--- config.mk ---
export PLATFORM = sky130hd
export DESIGN_NAME = can_sync_fifo
export DESIGN_NICKNAME = d
export VERILOG_FILES = /design/src/rtl/can_pkg.sv /design/src/rtl/can_fifo_mem.sv /design/src/rtl/can_sync_fifo.sv
export SDC_FILE = /design/constraint.sdc
export NUM_CORES = 2
export LEC_CHECK = 0
export ABC_CLOCK_PERIOD_IN_PS = 25100
export CORE_AREA = 2 2 376 378
export CTS_BUF_LIST = sky130_fd_sc_hd__clkbuf_4 sky130_fd_sc_hd__clkbuf_8
export DETAILED_ROUTE_END_ITERATION = 8
export DIE_AREA = 0 0 378 380
export PLACE_DENSITY = 0.85
export SLEW_MARGIN = 20
export SYNTH_ARGS = -nofsm -noshare
export SYNTH_HDL_FRONTEND = slang
export SYNTH_SLANG_ARGS = --single-unit
--- constraint.sdc ---
create_clock -name i_sys_clk -period 25.1 [get_ports i_sys_clk]
set_input_delay 5.02 -clock i_sys_clk [delete_from_list [all_inputs] [get_ports i_sys_clk]]
set_output_delay 5.02 -clock i_sys_clk [all_outputs]
set_load 0.02 [all_outputs]
--- src/rtl/can_pkg.sv ---
// Shared CAN definitions used by the controller and the frame FIFOs.
package can_pkg;

  localparam int unsigned CAN_FRAME_W = 128;

  typedef logic [CAN_FRAME_W-1:0] can_frame_t;

  typedef enum {FIFO_STD, FIFO_FWFT} fifo_mode_e;

endpackage

--- src/rtl/can_fifo_mem.sv ---
// DEPTH x DATA_W storage: one synchronous write port, one asynchronous read port.
// No reset on the array so it can map onto distributed RAM.
module can_fifo_mem #(
  parameter int unsigned DEPTH  = 16,
  parameter int unsigned DATA_W = 128,
  localparam int unsigned AW    = $clog2(DEPTH)
) (
  input  logic              i_clk,
  input  logic              i_we,
  input  logic [AW-1:0]     i_waddr,
  input  logic [DATA_W-1:0] i_wdata,
  input  logic [AW-1:0]     i_raddr,
  output logic [DATA_W-1:0] o_rdata
);

  logic [DATA_W-1:0] r_mem [DEPTH];

  // Write port: only accepted pushes reach the array.
  always_ff @(posedge i_clk) begin
    if (i_we) begin
      r_mem[i_waddr] <= i_wdata;
    end
  end

  assign o_rdata = r_mem[i_raddr];

endmodule

--- src/rtl/can_sync_fifo.sv ---
// Single-clock CAN frame FIFO with optional first-word-fall-through, fill level,
// almost-full/empty thresholds, synchronous flush and sticky error flags.
module can_sync_fifo
  import can_pkg::*;
#(
  parameter int unsigned DATA_W   = CAN_FRAME_W,
  parameter int unsigned DEPTH    = 16,
  parameter int unsigned FWFT     = 0,
  parameter int unsigned AF_LEVEL = 14,
  parameter int unsigned AE_LEVEL = 2,
  localparam int unsigned CW      = $clog2(DEPTH + 1),
  localparam int unsigned AW      = $clog2(DEPTH)
) (
  input  logic              i_sys_clk,
  input  logic              i_reset_n,
  input  logic              i_flush,
  input  logic              i_wr_en,
  input  logic [DATA_W-1:0] i_fifo_w_data,
  input  logic              i_r_en,
  output logic [DATA_W-1:0] o_fifo_r_data,
  output logic              o_empty,
  output logic              o_full,
  output logic              o_almost_empty,
  output logic              o_almost_full,
  output logic [CW-1:0]     o_count,
  output logic              o_overflow,
  output logic              o_underflow,
  output logic [1:0]        o_err_sticky
);

  localparam fifo_mode_e Mode = (FWFT != 0) ? FIFO_FWFT : FIFO_STD;

  logic [AW-1:0]     r_wr_ptr, r_rd_ptr;
  logic [CW-1:0]     r_count;
  logic              r_empty, r_full, r_almost_empty, r_almost_full;
  logic              r_overflow, r_underflow;
  logic [1:0]        r_err_sticky;

  logic              w_rd_ok, w_wr_ok;
  logic [CW-1:0]     w_count_next;
  logic [DATA_W-1:0] w_mem_rdata;

  // Accept decisions: a pop frees a slot, so full + pop still takes the write.
  // Empty + push + pop rejects the pop; the new word is never bypassed.
  assign w_rd_ok = i_r_en & ~r_empty;
  assign w_wr_ok = i_wr_en & (~r_full | w_rd_ok);

  // Next fill level; flush overrides any concurrent push/pop.
  always_comb begin
    w_count_next = r_count;
    if (i_flush) begin
      w_count_next = '0;
    end else begin
      w_count_next = r_count + CW'(w_wr_ok) - CW'(w_rd_ok);
    end
  end

  // Pointers and count.
  always_ff @(posedge i_sys_clk or negedge i_reset_n) begin
    if (!i_reset_n) begin
      r_wr_ptr <= '0;
      r_rd_ptr <= '0;
      r_count  <= '0;
    end else if (i_flush) begin
      r_wr_ptr <= '0;
      r_rd_ptr <= '0;
      r_count  <= '0;
    end else begin
      if (w_wr_ok) r_wr_ptr <= r_wr_ptr + AW'(1);
      if (w_rd_ok) r_rd_ptr <= r_rd_ptr + AW'(1);
      r_count <= w_count_next;
    end
  end

  // Status flags registered from the next count so they track o_count exactly.
  always_ff @(posedge i_sys_clk or negedge i_reset_n) begin
    if (!i_reset_n) begin
      r_empty        <= 1'b1;
      r_full         <= 1'b0;
      r_almost_empty <= 1'b1;
      r_almost_full  <= 1'b0;
    end else begin
      r_empty        <= (w_count_next == '0);
      r_full         <= (w_count_next == CW'(DEPTH));
      r_almost_empty <= (w_count_next <= CW'(AE_LEVEL));
      r_almost_full  <= (w_count_next >= CW'(AF_LEVEL));
    end
  end

  // Error pulses and sticky flags; flush suppresses pulses and clears sticky bits.
  always_ff @(posedge i_sys_clk or negedge i_reset_n) begin
    if (!i_reset_n) begin
      r_overflow   <= 1'b0;
      r_underflow  <= 1'b0;
      r_err_sticky <= 2'b00;
    end else if (i_flush) begin
      r_overflow   <= 1'b0;
      r_underflow  <= 1'b0;
      r_err_sticky <= 2'b00;
    end else begin
      r_overflow   <= i_wr_en & ~w_wr_ok;
      r_underflow  <= i_r_en & ~w_rd_ok;
      r_err_sticky <= r_err_sticky | {i_wr_en & ~w_wr_ok, i_r_en & ~w_rd_ok};
    end
  end

  can_fifo_mem #(
    .DEPTH  (DEPTH),
    .DATA_W (DATA_W)
  ) u_mem (
    .i_clk   (i_sys_clk),
    .i_we    (w_wr_ok & ~i_flush),
    .i_waddr (r_wr_ptr),
    .i_wdata (i_fifo_w_data),
    .i_raddr (r_rd_ptr),
    .o_rdata (w_mem_rdata)
  );

  if (Mode == FIFO_FWFT) begin : g_fwft
    // Head word is always presented; zero while empty (also covers reset/flush).
    assign o_fifo_r_data = r_empty ? '0 : w_mem_rdata;
  end else begin : g_std
    logic [DATA_W-1:0] r_rdata;

    // Registered read: capture the head on an accepted pop, hold otherwise.
    always_ff @(posedge i_sys_clk or negedge i_reset_n) begin
      if (!i_reset_n) begin
        r_rdata <= '0;
      end else if (i_flush) begin
        r_rdata <= '0;
      end else if (w_rd_ok) begin
        r_rdata <= w_mem_rdata;
      end
    end

    assign o_fifo_r_data = r_rdata;
  end

  assign o_empty        = r_empty;
  assign o_full         = r_full;
  assign o_almost_empty = r_almost_empty;
  assign o_almost_full  = r_almost_full;
  assign o_count        = r_count;
  assign o_overflow     = r_overflow;
  assign o_underflow    = r_underflow;
  assign o_err_sticky   = r_err_sticky;

endmodule

Yosys cells after proc, flatten, opt, wreduce, memory -nomap -nowiden --
Memories as Yosys holds them, arrays and structs flattened. Cells that the tools add are included.
Word-level totals: bits in registers 149, memories kept 1, memory bits (writable) 2048, bits of input ports 133
Operators by class: mux-type cells 13, reductions and logical operators 3, add/subtract/negate cells 4, $lt $le $gt $ge 2, bitwise logic cells 12, equality and inequality tests 1
Memory list:
- u_mem.r_mem | words 16, bits a word 128, rd ports 1, clocked after Yosys merged registers in 0, write ports 1, RTL line can_fifo_mem.sv:16 | logic [DATA_W-1:0] r_mem [DEPTH];
Operator list (number):
- 128-bit 2-to-1 mux | 2
- 4-bit 2-to-1 mux | 4
- 5-bit 2-to-1 mux | 2
- 4-bit by 1-bit adder with 4-bit output (second input constant) | 2
- 5-bit by 1-bit adder with 5-bit output | 1
- 1-bit bitwise AND | 5
- 5-bit equality test (second input constant) | 1
- 5-bit by 4-bit >= comparator with 1-bit output (second input constant) | 1
- 5-bit by 2-bit less-or-equal comparator with 1-bit output (second input constant) | 1
- 5-bit logical NOT | 1
- 1-bit inverter | 5
- 5-bit by 1-bit subtractor with 5-bit output | 1
- 1-bit 2-to-1 mux | 4
- 2-bit nonzero test | 2
- 2-bit 2-to-1 mux | 1
- 2-bit bitwise OR | 1
- 1-bit bitwise OR | 1

Logic depth before layout (Yosys ltp) --
word-level depth 8, mapped depth 13

Modules after synthesis --
From an unflattened synthesis, not the netlist that was laid out.
Second synthesis, totals: cells, all modules 3884, area, all modules 83037.1 um^2
Modules (own cells, without submodules):
- can_fifo_mem | cells each 3229, instances 1, area each 76882.5 um^2
- can_sync_fifo | cells each 655, instances 1, area each 6154.7 um^2

Worst setup path after synthesis --
OpenSTA, ideal clock, no wires.
path kind input to register, start point in i_r_en, end point mem u_mem.r_mem[0][0] (enable), arrival 14.584 ns, path slack 9.743 ns, setup time 0.772 ns, path buffers 0, stages on the path 6, path through nand2b_4 -> a21boi_0 -> inv_1 -> nor2_1 -> nand2_1 -> nor3_1
On the way: word-level cells in the longest chain between the ends 6
Ends and longest elaborated chain:
- start, declared | RTL line can_sync_fifo.sv:19 | input logic i_r_en,
- 1-bit bitwise AND | RTL line can_sync_fifo.sv:45 | assign w_rd_ok = i_r_en & ~r_empty;
- 1-bit bitwise OR | RTL line can_sync_fifo.sv:46 | assign w_wr_ok = i_wr_en & (~r_full | w_rd_ok);
- 1-bit bitwise AND | RTL line can_sync_fifo.sv:46
- 1-bit bitwise AND | RTL line can_sync_fifo.sv:112 | .i_we (w_wr_ok & ~i_flush),
- 1-bit 2-to-1 mux | RTL line can_fifo_mem.sv:20 | if (i_we) begin
- 1-bit 2-to-1 mux (implied by the code) | RTL line can_fifo_mem.sv:21 | r_mem[i_waddr] <= i_wdata;
- end, declared | RTL line can_fifo_mem.sv:16
No other way between the ends.

Worst setup path in the final report --
start point in i_r_en, end point mem u_mem.r_mem[13][79] (enable)
Same word-level chain as after synthesis.

==> run_results.csv <==
group,metric,value,unit
sta,final_hold_viol_count,0,
die,rows,137,
synthesis,synth_edf_count,2048,
critical_path,critPathLaunchType,"input port",
clock_network,root_buffer,"clkbuf_8",
critical_path,crit_fanout,38,
clock_network,clock_sinks,2197,
critical_path,required,25710,ps
sta,fin_skew,90.9,ps
power,pwr-share-clk,35.7,%
drt,firstDrtPassIters,5,
synthesis,synthSimpleGateAreaFrac,1.32,%
synthesis,synth_xor_area_share,0.0842,%
critical_path,crit_arrival,9520,ps
power,p_sw,2080,uW
sta,finalWorstSetupSlack,16190,ps
cells_and_area,fin_cells,6670,
global_route,grt_start_max_net_pins,145,
synthesis,synth_mux_area_share,13.1,%
clock_network,clock_latency,1010,ps
die,die-area,0.144,sq mm
placed_design,port_buffers,273,
power,ir_drop,0.0678,mV
sta,layout_worst_path_cycle_share,35.5,%
synthesis,syn_nets,4226,
cells_and_area,mostFrequentLayoutCells,"2048 x edfxtp_1, 510 x mux2i_1, 386 x clkbuf_8",
synthesis,netlist_area,0.0832,sq mm
synthesis,synth-seq-cells,2197,
sta,tightest_slew,1200,ps
power,seq_power_share,50.4,%
power,finalPower,8320,uW
synthesis,synth_ff_type,"edfxtp_1",
critical_path,max_stage_delay,940,ps
critical_path,startpoint,"i_r_en",
critical_path,rr_startpoint,"r_rd_ptr[0]",
outcome,status,"finished, final reports clean",
die,coreArea,0.139,sq mm
sta,tns,0,ps
sta,slew_headroom,20.2,%
critical_path,r2r_setup_slack,20220,ps
die,start_util,59.8,%
clock_network,clock_path_buffers,4,
synthesis,synth_top_family_by_area,"multiplexers",
synthesis,yosysWarnings,0,
critical_path,worstRegToRegCells,6,
placed_design,post-place-cells,6067,
power,switching_share,24.9,%
die,ioPinCount,274,
critical_path,cp_common_cell,"buf_4",
drt,drc,0,
placed_design,place.gp.congestion,0.782,
sta,finalSetupViolations,0,
clock_network,htreeDepth,5,
critical_path,path_class,"input port to flop",
global_route,grt_pass1_wl,289,mm
drt,wl_met1,70.9,mm
drt,wl_met2,99.8,mm
global_route,antenna_found_initial,21,
drt,routed_wl,198,mm
drt,antenna_left,0,
cells_and_area,nNetsFinal,4678,
drt,top_layer_used,"met5",
critical_path,critPathCapture,"u_mem.r_mem[13][79]",
synthesis,synth.distinct_cells,43,
die,die_h,380,um
drt,post_drt_wl_per_cell,29.7,um
drt,vias_per_cell,6.52,
clock_network,cts_tree,"done",
synthesis,synth-adder-area-share,0.174,%
cells_and_area,fin_util,68.1,%
cells_and_area,area_growth,13.9,%
cells_and_area,drive_gt1_share,19.7,%
synthesis,ys_seq_area_share,78.4,%
sta,max_clock_freq,112,MHz
clock_network,clk_pin_slew,60,ps
placed_design,dp_hpwl,103,mm
global_route,grt_overflow,0,
global_route,grt_pass1_vias,44900,
min_path,hold_class,"flop to flop",
flow_run,drv_cap,0,
sta,min_period,8910,ps
drt,wl_met3,20.4,mm
clock_network,ctsResizeCount,0,
power,leakage,0.0298,uW
synthesis,synth_compound_area_share,5.40,%
clock_network,postCtsSetupRepairBufs,0,
critical_path,crit_chain,"clkdlybuf4s50_1 > nand2b_4 > a21boi_0 > inv_1 > nor2_1 > nand2_1 > nor2_4 > buf_4 > buf_4",
synthesis,synthCells,4082,
drt,drtIter0Drc,5566,
die,die_x,378,um
critical_path,cp-end-kind,"flop",
global_route,gr-usage-all-layers,27.6,%
clock_network,cts_buffers,340,
sta,drv_slew,0,
power,p_per_area,87.8,mW/mm^2
cells_and_area,final_common_cell,"edfxtp_1",
placed_design,dpl_worst_slack,15200,ps
power,cell_internal_pwr,6250,uW
sta,rsz0062_at_grt,"no",
power,pwr-share-comb,14.0,%
critical_path,slowest_stage,"nor2_4",
clock_network,hold_buffers,0,
drt,num_vias,43500,
synthesis,syn_area_per_cell,20.4,sq um
critical_path,worstReg2RegEnd,"o_fifo_r_data[84]",
synthesis,async_flop_share,6.78,%
-- through the flow --
stage,hold slack (ps),cell area (sq um)
3_3_place_gp,489,87900
2_1_floorplan,532,83200
4_1_cts,509,94700
3_5_place_dp,491,87900
5_1_grt,542,94700
6_report,505,94700
-- metal layers --
| layer | track usage, % | up-vias |
|---|---|---|
| met1 | 36.1 | 22400 |
| met4 | 11.4 | 22 |
| met5 | 0 | - |
| met2 | 45.0 | 2820 |
| li1 | - | 17800 |
| met3 | 6.52 | 504 |
-- power by group through the flow --
stage                     clock [uW]  sequential [uW]  combinational [uW]
after floorplan                    0             4280                 753
after global placement             0             4260                1120
after detailed placement           0             4260                1160
after CTS                       3000             4190                1170
after global routing            3150             4200                1240
final                           2970             4190                1160
-- final cells by class --
type,instances,area [sq um]
Antenna cell,9,22.5
Clock buffer,511,6240
Clock inverter,82,537
Fill cell,8164,44400
Inverter,13,48.8
Multi-Input combinational cell,1627,16900
Sequential cell,2197,65200
Tap cell,1876,2350
Timing Repair Buffer,355,3440
-- synthesized netlist by cell type, types with 18 or more instances --
cell type | count | area, sq um
edfxtp_1 | 2048 | 61500
o21ai_1 | 35 | 175
nor2b_1 | 131 | 820
a211oi_1 | 127 | 953
mux4_2 | 258 | 5810
mux2i_1 | 510 | 5100
a21oi_1 | 134 | 671
a221oi_2 | 18 | 270
nor2_1 | 28 | 105
o21ai_0 | 93 | 465
a221oi_1 | 42 | 368
clkbuf_1 | 108 | 405
buf_2 | 77 | 385
dfrtp_1 | 147 | 3680
buf_4 | 41 | 308
a22oi_1 | 126 | 946
a32oi_1 | 67 | 587
-- critical path: cells and delay by family --
family	cells	cell delay, ps
buffers and inverters	4	1980
AOI/OAI and AO/OA	1	520
and+or+nand+nor	4	1900
-- flip-flops by register name, summed over array words and instances, names as in the netlist --
name	flops
o_almost_empty	1
o_fifo_r_data	128
o_err_sticky	2
o_empty	1
r_rd_ptr	4
u_mem.r_mem	2048
o_count	5
o_almost_full	1
o_full	1
r_wr_ptr	4
o_underflow	1
o_overflow	1
-- worst min-delay path by stage --
| stage | startpoint | to | cells past startpoint |
|---|---|---|---|
| after global routing | o_fifo_r_data[105] | o_fifo_r_data[105] | 2 |
| final | o_fifo_r_data[15] | o_fifo_r_data[15] | 2 |
| after global placement | o_err_sticky[1] | o_err_sticky[1] | 2 |
| after floorplan | r_rd_ptr[3] | r_rd_ptr[3] | 2 |
| after detailed placement | o_fifo_r_data[10] | o_fifo_r_data[10] | 2 |
| after CTS | o_fifo_r_data[100] | o_fifo_r_data[100] | 2 |
-- logic make-up after synthesis --
| family | after synthesis |
|---|---|
| buffers and inverters | 258 |
| and+or+nand+nor | 191 |
| AOI/OAI and AO/OA | 649 |
| muxes | 768 |
| DFF | 2197 |
| xor gates and xnor gates | 8 |
| adders and majority gates | 11 |
Note: power is estimated with default switching activity, not from simulation.
